==> config.mk <==
export PLATFORM = sky130hd
export DESIGN_NAME = tick_pwm
export DESIGN_NICKNAME = d
export VERILOG_FILES = /design/src/rtl/tick_pwm.sv
export SDC_FILE = /design/constraint.sdc
export NUM_CORES = 1
export LEC_CHECK = 0
export CAP_MARGIN = 10
export CELL_PAD_IN_SITES_DETAIL_PLACEMENT = 1
export CELL_PAD_IN_SITES_GLOBAL_PLACEMENT = 2
export CORE_ASPECT_RATIO = 0.5
export CORE_MARGIN = 2
export CORE_UTILIZATION = 34
export CTS_CLUSTER_DIAMETER = 100
export DETAILED_ROUTE_END_ITERATION = 10
export GPL_ROUTABILITY_DRIVEN = 0
export PLACE_DENSITY = 0.76
export SYNTH_ARGS = -nofsm -noshare
export SYNTH_HDL_FRONTEND = slang
export SYNTH_SLANG_ARGS = --single-unit
==> constraint.sdc <==
create_clock -name clk -period 3.3 [get_ports clk]
set_input_delay 0.33 -clock clk [delete_from_list [all_inputs] [get_ports clk]]
set_output_delay 0.33 -clock clk [all_outputs]
set_load 0.02 [all_outputs]
==> src/rtl/tick_pwm.sv <==
// Tick-driven PWM with double-buffered period/duty; updates land only on a period boundary.
// Optional one-shot mode (single PWM cycle, then park in DONE) is enabled by defining PWM_ONESHOT_EN.
module tick_pwm #(
   parameter int WIDTH = 8
) (
   input  logic             clk,
   input  logic             reset,
   input  logic             tick,
   input  logic             en,
   input  logic [WIDTH-1:0] period,
   input  logic [WIDTH-1:0] duty,
   input  logic             load,
`ifdef PWM_ONESHOT_EN
   input  logic             oneshot,
`endif
   output logic             pwm_out,
   output logic             period_done,
   output logic             pending
);

   typedef enum logic [1:0] {
      S_IDLE = 2'd0,
      S_RUN  = 2'd1
`ifdef PWM_ONESHOT_EN
      , S_DONE = 2'd2
`endif
   } state_e;

   state_e           state_q, state_d;
   logic [WIDTH-1:0] cnt_q, cnt_d;
   logic [WIDTH-1:0] per_sh_q, per_sh_d;
   logic [WIDTH-1:0] duty_sh_q, duty_sh_d;
   logic [WIDTH-1:0] per_st_q, per_st_d;
   logic [WIDTH-1:0] duty_st_q, duty_st_d;
   logic             pend_q, pend_d;
   logic             pwm_q, pwm_d;
   logic             done_q, done_d;
   logic             wrap;

   always_comb begin
      state_d   = state_q;
      cnt_d     = cnt_q;
      per_sh_d  = per_sh_q;
      duty_sh_d = duty_sh_q;
      per_st_d  = per_st_q;
      duty_st_d = duty_st_q;
      pend_d    = pend_q;
      done_d    = 1'b0;
      wrap      = tick && (cnt_q == per_sh_q);

      case (state_q)
         S_IDLE: begin
            cnt_d = '0;
            if (load) begin
               per_sh_d  = period;
               duty_sh_d = duty;
            end
            if (en) state_d = S_RUN;
         end

         S_RUN: begin
            if (!en || wrap) begin
               // Boundary: a load on this edge beats anything still staged.
               if (load) begin
                  per_sh_d  = period;
                  duty_sh_d = duty;
               end else if (pend_q) begin
                  per_sh_d  = per_st_q;
                  duty_sh_d = duty_st_q;
               end
               pend_d = 1'b0;
               cnt_d  = '0;
               if (!en) begin
                  state_d = S_IDLE;
               end else begin
                  done_d = 1'b1;
`ifdef PWM_ONESHOT_EN
                  if (oneshot) state_d = S_DONE;
`endif
               end
            end else begin
               if (tick) cnt_d = cnt_q + 1'b1;
               if (load) begin
                  per_st_d  = period;
                  duty_st_d = duty;
                  pend_d    = 1'b1;
               end
            end
         end

`ifdef PWM_ONESHOT_EN
         S_DONE: begin
            cnt_d = '0;
            if (load) begin
               per_sh_d  = period;
               duty_sh_d = duty;
            end
            if (!en) state_d = S_IDLE;
         end
`endif

         default: begin
            state_d = S_IDLE;
            cnt_d   = '0;
         end
      endcase

      // Output follows the post-edge count and shadow duty, so it moves on the tick edge itself.
      pwm_d = (state_d == S_RUN) && (cnt_d < duty_sh_d);
   end

   always_ff @(posedge clk) begin
      if (reset) begin
         state_q   <= S_IDLE;
         cnt_q     <= '0;
         per_sh_q  <= '0;
         duty_sh_q <= '0;
         per_st_q  <= '0;
         duty_st_q <= '0;
         pend_q    <= 1'b0;
         pwm_q     <= 1'b0;
         done_q    <= 1'b0;
      end else begin
         state_q   <= state_d;
         cnt_q     <= cnt_d;
         per_sh_q  <= per_sh_d;
         duty_sh_q <= duty_sh_d;
         per_st_q  <= per_st_d;
         duty_st_q <= duty_st_d;
         pend_q    <= pend_d;
         pwm_q     <= pwm_d;
         done_q    <= done_d;
      end
   end

   assign pwm_out     = pwm_q;
   assign period_done = done_q;
   assign pending     = pend_q;

endmodule

==> flow_summary_export.csv <==
group,metric,value,unit
logic_synthesis,synth-seq-cells,45,
logic_synthesis,synth_area_per_cell,8.29,um2
global_routing,grt_util_all_layers,17.9,%
die,die-area,8140,um2
logic_synthesis,synth_top_area_share,35.9,%
die,num_rows,22,
critical_path,worstReg2RegEnd,"pwm_out",
sta,finalHoldViolations,0,
placed_design,port-buffer-count,23,
critical_path,crit_arrival,2.94,ns
global_routing,grt_use_met2,29.5,%
route,drtIter0Drc,67,
logic_synthesis,postSynthCellCount,303,
pwr,power_density,428,nW/um2
die,io_pins,24,
sta,max_slew_margin,57.3,%
sta,slew_violations,0,
route,vias,2234,
pwr,peakVddDrop,198,uV
route,wl_per_cell,16.4,um
global_routing,grtUsageMet3,4.54,%
clock_tree,clockRootBuffer,"clkbuf_16",
critical_path,r2r_cells,10,
sta,tightest_slew,0.638,ns
global_routing,grt_pass1_wl,11500,um
clock_tree,post_cts_resized,0,
die,core,7240,um2
critical_path,endpoint_kind,"register",
die,start_util,34.7,%
cells_and_area,finalNonFillerCells,420,
logic_synthesis,synthTopCellsByArea,"dfxtp_1 36%, mux2i_1 7.2%, nor2_1 6.7%",
hold_path,hold_class,"reg2reg",
critical_path,cp-start-kind,"primary input",
logic_synthesis,syn_area,2510,um2
clock_tree,htree_levels,2,
global_routing,grt.busiest_layer,"met2",
cells_and_area,syn_to_final_growth,18.8,%
sta,setup_tns,0,ns
cells_and_area,n_antenna_cell,0,
global_routing,use_met1,24.2,%
clock_tree,cts_tree,"done",
critical_path,cp-endpoint,"pwm_out",
logic_synthesis,yosys-top-cells-count,"45 x dfxtp_1, 45 x nor2_1, 28 x o21ai_0",
sta,grt_setup_unrepaired,"false",
global_routing,antenna_found_initial,0,
flow_run,maxCapViolCount,0,
pwr,p_leak,0.00113,uW
logic_synthesis,synth.area.mux_share,7.17,%
sta,fin_hold_ws,0.483,ns
global_routing,grt_max_degree,43,
sta,period_share,82.4,%
cells_and_area,drive_gt1_share,8.64,%
route,drt_wl_total,6870,um
logic_synthesis,synth-simple-area-share,22.9,%
die,dieWidth,126,um
sta,finClkSkew,0.00635,ns
clock_tree,postCtsSetupRepairBufs,0,
placed_design,placedCellCount,412,
route,first_pass_iters,4,
logic_synthesis,seq_area_frac_synth,35.9,%
global_routing,gr-total-overflow,0,
clock_tree,clock_path_buffers,2,
route,antenna_left,0,
logic_synthesis,yosys.area_share.adder,3.98,%
route,drc,0,
critical_path,worstSetupPathType,"in2reg",
logic_synthesis,synth_xor_area_share,5.23,%
sta,max_freq,368,MHz
logic_synthesis,yosys.cell_types.count,44,
clock_tree,clock_sinks,45,
critical_path,r2r-start,"cnt_q[3]",
critical_path,worst_ep_required_time,3.52,ns
sta,setup_viol,0,
critical_path,ff2ff_setup_slack,0.63,ns
logic_synthesis,synth_top_area_cell,"dfxtp_1",
logic_synthesis,synth_compound_area_share,20.5,%
cells_and_area,final_nets,352,
route,vias_per_cell,5.32,
clock_tree,cts_hold_buf,0,
clock_tree,numCtsBuffers,5,
clock_tree,worstSkewPairLatency,0.29,ns
placed_design,hpwl,4990,um
logic_synthesis,synth_flop_cell,"dfxtp_1",
run_status,status,"finished, final reports clean",
logic_synthesis,async_reset_ff_share,0,%
die,die-height,64.8,um
critical_path,cp_max_fo,6,
critical_path,startpoint,"tick",
sta,fin_crit,2.72,ns
logic_synthesis,syn_nets,332,
logic_synthesis,synth_enable_flop_cells,0,
global_routing,grt_pass1_vias,2244,
logic_synthesis,synth_top_family_by_area,"simple AND/OR/NAND/NOR gates",
logic_synthesis,yosys_warnings,0,
clock_tree,path_clk_slew,0.07,ns
[per-stage QoR]
step / worst slack (ns) / instance area, um2 / utilization, % / power, uW
after CTS: 0.621 / 2990 / 41.2 / 1300
after global placement: 0.328 / 2840 / 39.2 / 765
after global routing: 0.385 / 2990 / 41.2 / 1350
final: 0.582 / 2990 / 41.2 / 1280
after floorplan: 0.914 / 2510 / - / 701
after detailed placement: 0.337 / 2840 / 39.2 / 771
[final cells by class]
class	instances	area, um2
flip-flops and latches	45	901
clock inverters	3	25.0
fillers	869	4250
clock buffers	5	125
well taps	96	120
repair buffers	31	290
multi-input cells	235	1510
inverters	5	18.8
[power breakdown]
| part | leakage (uW) | internal (uW) | switching, uW |
|---|---|---|---|
| registers | 0.000366 | 560 | 15.5 |
| logic | 0.000689 | 79.6 | 105 |
| clock network | 0.0000704 | 285 | 234 |
| total | 0.00113 | 924 | 354 |
[logic make-up (layout without fill, tap and decap cells)]
logic type / count (synthesis) / after routing
fa+ha+maj: 8 / 8
simple gates: 115 / 115
flops: 45 / 45
compound gates: 78 / 78
xor+xnor: 15 / 15
mux: 18 / 18
other cells: 1 / 1
buf+inv: 23 / 44
[cell usage in the layout (no fill, tap or decap), types with 11 or more instances in the layout]
cell type        instances
xnor2_1                 11
clkdlybuf4s50_1         23
dfxtp_1                 45
nand2_1                 21
nor2b_1                 13
mux2i_1                 18
nor3_1                  11
a21oi_1                 18
o21ai_0                 28
nor2_1                  45
[sequential cells by signal, summed over array words and instances (netlist names)]
signal       flops
cnt_q            8
duty_sh_q        8
duty_st_q        8
pending          1
per_sh_q         8
per_st_q         8
period_done      1
pwm_out          1
state_q          2
[critical path: stages]
cell             delay, ns
clkdlybuf4s50_1       0.60
nand2_1               0.25
o31a_2                0.46
o21bai_1              0.17
a31oi_1               0.16
ha_1                  0.25
nor3_1                0.22
o21ai_1               0.11
nand4bb_1             0.23
a21oi_1               0.17
[metal layers]
layer	up-vias	share of wire, %
met4	0	0.70
li1	1106	-
met1	1088	51
met3	5	3.4
met5	-	0
met2	35	45
[worst min-delay path by stage]
| stage | startpoint | to | slack, ns | cells after the start |
|---|---|---|---|---|
| global placement | per_st_q[6] | per_sh_q[6] | 0.48 | 2 |
| global route | per_st_q[6] | per_sh_q[6] | 0.50 | 2 |
| CTS | per_st_q[6] | per_sh_q[6] | 0.49 | 2 |
| detailed placement | per_st_q[0] | per_sh_q[0] | 0.48 | 2 |
| finish | per_st_q[0] | per_sh_q[0] | 0.48 | 2 |
| floorplan | per_st_q[0] | per_sh_q[0] | 0.45 | 2 |
No activity file was read; power rests on OpenSTA's default activity.
